<file path="config.mk">
export PLATFORM = sky130hd
export DESIGN_NAME = opb_master_arbiter
export DESIGN_NICKNAME = d
export VERILOG_FILES = /design/src/rtl/opb_master_arbiter.sv
export SDC_FILE = /design/constraint.sdc
export NUM_CORES = 1
export LEC_CHECK = 0
export ABC_AREA = 0
export BUFFER_PORTS_ARGS = -buffer_cell sky130_fd_sc_hd__buf_2
export CORE_ASPECT_RATIO = 0.75
export CORE_MARGIN = 2
export CORE_UTILIZATION = 30
export CTS_CLUSTER_DIAMETER = 200
export DETAILED_ROUTE_END_ITERATION = 8
export GPL_ROUTABILITY_DRIVEN = 0
export SLEW_MARGIN = 15
export SYNTH_ARGS = -nofsm -noshare
export SYNTH_HDL_FRONTEND = slang
export SYNTH_SLANG_ARGS = --single-unit
</file>
<file path="constraint.sdc">
create_clock -name OPB_Clk -period 2.5 [get_ports OPB_Clk]
set_input_delay 0.625 -clock OPB_Clk [delete_from_list [all_inputs] [get_ports OPB_Clk]]
set_output_delay 0.625 -clock OPB_Clk [all_outputs]
set_load 0.01 [all_outputs]
</file>
<file path="src/rtl/opb_master_arbiter.sv">
// Round-robin arbiter sharing one OPB master port between two single-transaction requesters,
// with registered command/handshake outputs and a per-transaction bus timeout.
module opb_master_arbiter #(
  parameter int unsigned BUS_TIMEOUT   = 1000,
  parameter int unsigned TIMEOUT_WIDTH = 10
) (
  input  logic        OPB_Clk,
  input  logic        OPB_Rst_n,
  input  logic        r0_select,
  input  logic        r0_RNW,
  input  logic [3:0]  r0_BE,
  input  logic [31:0] r0_ABus,
  input  logic [31:0] r0_DBus,
  output logic        r0_xferAck,
  output logic        r0_errAck,
  input  logic        r1_select,
  input  logic        r1_RNW,
  input  logic [3:0]  r1_BE,
  input  logic [31:0] r1_ABus,
  input  logic [31:0] r1_DBus,
  output logic        r1_xferAck,
  output logic        r1_errAck,
  output logic [31:0] rd_data,
  output logic        grant_id,
  output logic        M_request,
  output logic        M_busLock,
  output logic        M_select,
  output logic        M_seqAddr,
  output logic        M_RNW,
  output logic [3:0]  M_BE,
  output logic [31:0] M_ABus,
  output logic [31:0] M_DBus,
  input  logic [31:0] OPB_DBus,
  input  logic        OPB_xferAck,
  input  logic        OPB_errAck,
  input  logic        OPB_MGrant,
  input  logic        OPB_retry,
  input  logic        OPB_timeout
);

  typedef enum logic [1:0] {StIdle, StReq, StBusy, StResp} state_e;

  state_e                   state_q;
  logic [TIMEOUT_WIDTH-1:0] cnt_q;
  logic                     last_grant_q;
  logic                     grant_id_q;
  logic [1:0]               xfer_ack_q;
  logic [1:0]               err_ack_q;
  logic                     request_q;
  logic                     select_q;
  logic                     rnw_q;
  logic [3:0]               be_q;
  logic [31:0]              abus_q;
  logic [31:0]              dbus_q;
  logic [31:0]              rd_data_q;

  logic        pick;
  logic        tmo;
  logic        fail;
  logic        sel_rnw;
  logic [3:0]  sel_be;
  logic [31:0] sel_abus;
  logic [31:0] sel_dbus;

  // On contention the requester that did not own the previous grant wins.
  assign pick     = (r0_select && r1_select) ? ~last_grant_q : r1_select;
  assign sel_rnw  = pick ? r1_RNW  : r0_RNW;
  assign sel_be   = pick ? r1_BE   : r0_BE;
  assign sel_abus = pick ? r1_ABus : r0_ABus;
  assign sel_dbus = pick ? r1_DBus : r0_DBus;
  assign tmo      = (cnt_q == TIMEOUT_WIDTH'(BUS_TIMEOUT));
  assign fail     = OPB_errAck | OPB_timeout | tmo;

  always_ff @(posedge OPB_Clk or negedge OPB_Rst_n) begin
    if (!OPB_Rst_n) begin
      state_q      <= StIdle;
      cnt_q        <= '0;
      last_grant_q <= 1'b1;
      grant_id_q   <= 1'b0;
      xfer_ack_q   <= 2'b00;
      err_ack_q    <= 2'b00;
      request_q    <= 1'b0;
      select_q     <= 1'b0;
      rnw_q        <= 1'b0;
      be_q         <= '0;
      abus_q       <= '0;
      dbus_q       <= '0;
      rd_data_q    <= '0;
    end else begin
      xfer_ack_q <= 2'b00;
      err_ack_q  <= 2'b00;
      unique case (state_q)
        StIdle: begin
          if (r0_select || r1_select) begin
            rnw_q        <= sel_rnw;
            be_q         <= sel_be;
            abus_q       <= sel_abus;
            // Reads never drive write data onto the bus.
            dbus_q       <= sel_rnw ? 32'h0 : sel_dbus;
            grant_id_q   <= pick;
            last_grant_q <= pick;
            cnt_q        <= '0;
            request_q    <= 1'b1;
            state_q      <= StReq;
          end
        end
        StReq: begin
          cnt_q <= cnt_q + TIMEOUT_WIDTH'(1);
          if (tmo) begin
            err_ack_q[grant_id_q] <= 1'b1;
            rd_data_q             <= OPB_DBus;
            request_q             <= 1'b0;
            state_q               <= StResp;
          end else if (OPB_MGrant) begin
            select_q <= 1'b1;
            state_q  <= StBusy;
          end
        end
        StBusy: begin
          cnt_q <= cnt_q + TIMEOUT_WIDTH'(1);
          if (fail || OPB_xferAck) begin
            if (fail) err_ack_q[grant_id_q] <= 1'b1;
            else      xfer_ack_q[grant_id_q] <= 1'b1;
            rd_data_q <= OPB_DBus;
            request_q <= 1'b0;
            select_q  <= 1'b0;
            state_q   <= StResp;
          end else if (OPB_retry) begin
            // last_grant keeps the retried owner so a waiting peer goes next.
            request_q <= 1'b0;
            select_q  <= 1'b0;
            state_q   <= StIdle;
          end
        end
        StResp:  state_q <= StIdle;
        default: state_q <= StIdle;
      endcase
    end
  end

  assign r0_xferAck = xfer_ack_q[0];
  assign r1_xferAck = xfer_ack_q[1];
  assign r0_errAck  = err_ack_q[0];
  assign r1_errAck  = err_ack_q[1];
  assign rd_data    = rd_data_q;
  assign grant_id   = grant_id_q;
  assign M_request  = request_q;
  assign M_select   = select_q;
  assign M_busLock  = 1'b0;
  assign M_seqAddr  = 1'b0;
  assign M_RNW      = rnw_q;
  assign M_BE       = be_q;
  assign M_ABus     = abus_q;
  assign M_DBus     = dbus_q;

endmodule

</file>
-- Word-level counts from Yosys, hierarchy flattened
Cells that the tools add are included.
- register bits: 121
- output and inout bits: 110
- logic and storage cells: 79
- add/subtract/negate cells: 1
- order comparisons: 2
- eq/ne operators: 11
- reduce and logical (&&, ||, !) cells: 15
- bitwise operators: 3
- muxes and demuxes: 34
- operators by type and width (cell ; count):
    two-way mux 32 bit ; 5
    case mux 32 bit (2 select lines) ; 1
    two-way mux 2 bit ; 11
    case mux 10 bit (2 select lines) ; 1
    adder 10 x 1 -> 10 bit (second input constant) ; 1
    equality test 10 bit (second input constant) ; 1
    two-way mux 10 bit ; 1
    != test 2 bit (second input constant) ; 5
    two-way mux 1 bit ; 9
    case mux 2 bit (4 select lines) ; 1
    AND reduction 4 bit ; 2
    != test 3 bit (second input constant) ; 2
    AND reduction 3 bit ; 2
    equality test 2 bit (second input constant) ; 2
    two-way mux 4 bit ; 1
    case mux 2 bit (2 select lines) ; 1
    AND reduction 2 bit ; 2
    nonzero test 2 bit ; 2
    case mux 1 bit (3 select lines) ; 1
    nonzero test 3 bit ; 1
    equality test 2 x 1 -> 1 bit (second input constant) ; 1
    logical AND 1 bit ; 2
    zero test 2 bit ; 1
    logical OR 1 bit ; 2
    other kinds (7) ; 8

-- Logic depth before layout (Yosys ltp)
- depth after elaboration: 7
- mapped depth: 8

-- Worst setup path after synthesis
No wires, ideal clock.
- path kind: register to register
- start point: reg state_q[0]
- end point: reg cnt_q[9]
- cell stages (with the launch flop): 9
- data arrival time: 1.787 ns
- data required time: 2.422 ns
- slack: 0.635 ns
- library setup time: 0.078 ns
- path through: dfrtp_1 inv_1 ha_1 buf_6 or3b_1 buf_4 o2111ai_4 or4_1 a21oi_1
- word-level cells in the longest chain between the ends: 4
- elaborated cells between the ends (all ways): 8
- RTL lines (item ; RTL line ; source):
    start: declaration ; 43 ; state_e state_q;
    start signal: assignment ; 76 ; state_q <= StIdle;
    start signal: assignment ; 104 ; state_q <= StReq;
    start signal: assignment ; 113 ; state_q <= StResp;
    equality test 2 bit or equality test 2 x 1 -> 1 bit (tied branches) ; 92 ; unique case (state_q)
    OR reduction 2 bit (no source line) ; n/a ;
    nonzero test 2 bit (no source line) ; n/a ;
    AND reduction 2 bit (no source line) ; n/a ;
    end signal: assignment ; 108 ; cnt_q <= cnt_q + TIMEOUT_WIDTH'(1);
    end signal: assignment ; 120 ; cnt_q <= cnt_q + TIMEOUT_WIDTH'(1);
    end: declaration ; 44 ; logic [TIMEOUT_WIDTH-1:0] cnt_q;
Several ways; a longest one is shown, not always the timed one.
A chain may end at the register's enable or synchronous reset.

-- Worst setup path in the final report
Ends and elaborated chain as after synthesis.

==> reports/metrics.cfg <==
[logic_synthesis]
yosysUniqueCellTypes=48
synthFlopType=dfrtp_1
yosys_warnings=0
synth-edff-count=0
netlist_area_mm2=0.00562
synth_top_area_share_pct=53.5
ys_seq_area_share_pct=53.9
yosys_register_bits=121
yosys-top-cells-area=dfrtp_1 53%, mux2i_1 12%, mux2_4 8.0%, o21ai_0 7.0%, nand2_1 4.9%
synthCells=486
synth_top_area_cell=dfrtp_1
syn_area_per_cell_um2=11.6
async_reset_ff_share_pct=100

[timing]
maxSlewHeadroom_pct=34.3
fin_skew_ns=0.00716
post-route-worst-setup-slack_ns=0.378
max_freq_ghz=0.471
hold_viol=0
fin_crit_ns=2.12
finalCritPeriodShare_pct=84.9
max_slew.worst_pin.slew_ns=0.985
drv_slew=0
finalSetupViolCount=0
fin_setup_tns_ns=0
rsz0062_at_grt=false

[clocking]
htree_levels=4
clk_path_buf_depth=2
cts_setup_buffers=0
ctsHoldBuffers=0
clk_pin_slew_ns=0.06
tritoncts=yes
cts_resized=0
cts.sinks=121
root_buffer=clkbuf_16
worstSkewPairLatency_ns=0.41
numCtsBuffers=17

[routing]
vias_per_cell=4.43
dr.pass1.iters=4
finalWirelength_um=14800
vias=4550
drt_iter0_markers=246
antenna_left=0
drc=0
wire_per_inst_um=14.4

[layout]
multi_input_area_mm2=0.00240
diodes=0
drive_above_1_share_pct=46.7
nFillCells=1840
area_delta_synth_final_pct=40.6
seq_area_mm2=0.00303
nNetsFinal=951

[floorplan]
dieWidth_um=162
core.rowCount=43
io_pins=289
die-area_mm2=0.0198
start_util_pct=30.5
fp.coreArea_mm2=0.0184
die_h_um=122

[setup_path]
end_kind=flip-flop
worst_r2r_path_depth=6
cpMaxStageDelayCell=or4_1
crit_chain=inv_1, ha_1, or3b_1, o2111ai_4, or4_1, a21oi_1
startpoint_type=flip-flop
critPathLaunch=state_q[0]
rr_startpoint=state_q[0]
r2r-end=cnt_q[9]
crit_fanout=8
slowest_delay_ns=0.51
cp.arrival_ns=2.46
required_ns=2.84
critical_path_class=reg2reg
r2r_slack_ns=0.38

[global_routing]
track_usage_pct=14.7
grt_pass1_wl_um=22800
grt_pass1_vias=4295
grt_max_degree=122
grt_antenna_before_repair=2
grt_overflow=0

[power]
p_leak_nw=4.10
power_mw=9.65
power_density_mw_per_mm2=1220
vdd_drop_max_mv=0.600

[placement]
port_buffers=286
hpwl_um=10600
pre_cts_slack_ns=0.311

[run]
drv_cap=0

[status]
outcome=finished, final reports clean

[hold_path]
hold_path_class=in2async

cell type report:
class | count | area share [%]
Inverter | 9 | 0.428
Timing Repair Buffer | 293 | 19.3
Clock buffer | 17 | 5.39
Tap cell | 247 | 3.92
Sequential cell | 121 | 38.4
Clock inverter | 15 | 2.11
Multi-Input combinational cell | 325 | 30.5
where the power goes:
group	switching [mW]	internal [mW]	leakage [nW]
sequential	0.438	2.82	1.51
clock	0.978	1.49	0.281
combinational	2.06	1.87	2.31
worst max-delay path, delay by kind of cell (launching register included):
family | cells | cell delay (ns)
simple gates | 2 | 0.91
flops | 1 | 0.37
compound gates | 2 | 0.37
fa+ha+maj | 1 | 0.30
buf+inv | 1 | 0.09
cell usage in the layout (no fill, tap or decap), drive strengths merged, types with 2 or more instances in the layout:
| cell type | count |
|---|---|
| nor2b | 2 |
| clkinv | 5 |
| buf | 293 |
| or3 | 7 |
| o2111ai | 2 |
| nor3 | 2 |
| mux2 | 32 |
| a21o | 2 |
| nor2 | 8 |
| a2bb2oi | 2 |
| nand3 | 4 |
| conb | 2 |
| clkbuf | 17 |
| dfrtp | 120 |
| nand2 | 74 |
| a21boi | 2 |
| o31ai | 4 |
| a31oi | 3 |
| a21oi | 7 |
| o2bb2ai | 2 |
| o211ai | 2 |
| mux2i | 69 |
| o21ai | 79 |
| ha | 5 |
| bufinv | 2 |
| clkinvlp | 3 |
| inv | 14 |
synth_stat cells (2+ instances only):
library cell / count
a21o_1: 2
a21oi_1: 7
a2bb2oi_1: 2
a31oi_1: 3
buf_1: 2
buf_2: 7
buf_4: 4
buf_6: 4
clkbuf_1: 15
dfrtp_1: 120
ha_1: 5
inv_1: 9
mux2_2: 2
mux2_4: 30
mux2i_1: 69
nand2_1: 74
nand3_1: 4
nor2_1: 8
nor2b_1: 2
o211ai_1: 2
o21ai_0: 78
o2bb2ai_1: 2
o31ai_1: 4
or3_1: 7
per-layer routing:
layer / part of all wire [%] / vias up / global-route usage [%] / wire, um
met5: 0.088 / - / 0 / 13
met4: 0.73 / 2 / 3.15 / 108
met3: 8.8 / 10 / 6.15 / 1300
met2: 44 / 193 / 22.5 / 6540
met1: 46 / 2079 / 19.7 / 6810
li1: - / 2266 / - / -
how the worst max path moves through the flow:
| stage | endpoint | slack [ns] | cells past startpoint |
|---|---|---|---|
| 2_1_floorplan | cnt_q[9] | 0.64 | 8 |
| 3_3_place_gp | M_ABus[11] | 0.38 | 4 |
| 3_5_place_dp | M_ABus[18] | 0.31 | 4 |
| 4_1_cts | cnt_q[9] | 0.37 | 6 |
| 5_1_grt | M_ABus[5] | 0.18 | 5 |
| 6_report | cnt_q[9] | 0.38 | 6 |
cells by family (layout without fill, tap and decap cells):
kind of cell               Yosys count  after routing  synth area share [%]
AOI/OAI and AO/OA                  111            111                  11.7
xor gates and xnor gates             1              1                 0.156
adders and majority gates            5              5                  1.11
buffers and inverters               41            334                  3.70
DFF                                121            121                  53.9
muxes                              101            101                  20.7
other                                1              2                0.0668
and+or+nand+nor                    105            105                  8.58
through the flow:
stage,area [um2],util (%),cells,hold slack [ns]
final,7890,42.9,1027,0.200
after floorplan,5620,-,487,0.329
after global routing,7890,42.9,1027,0.363
after global placement,7300,39.7,995,0.457
after detailed placement,7300,39.7,995,0.465
after CTS,7890,42.9,1027,0.344
flip-flops by register name (all words and copies together) (netlist names), 2 cells and up:
name	flops
state_q	2
err_ack_q	2
M_ABus	32
M_BE	4
cnt_q	10
M_DBus	32
xfer_ack_q	2
rd_data	32
No activity file was read; power rests on OpenSTA's default activity.
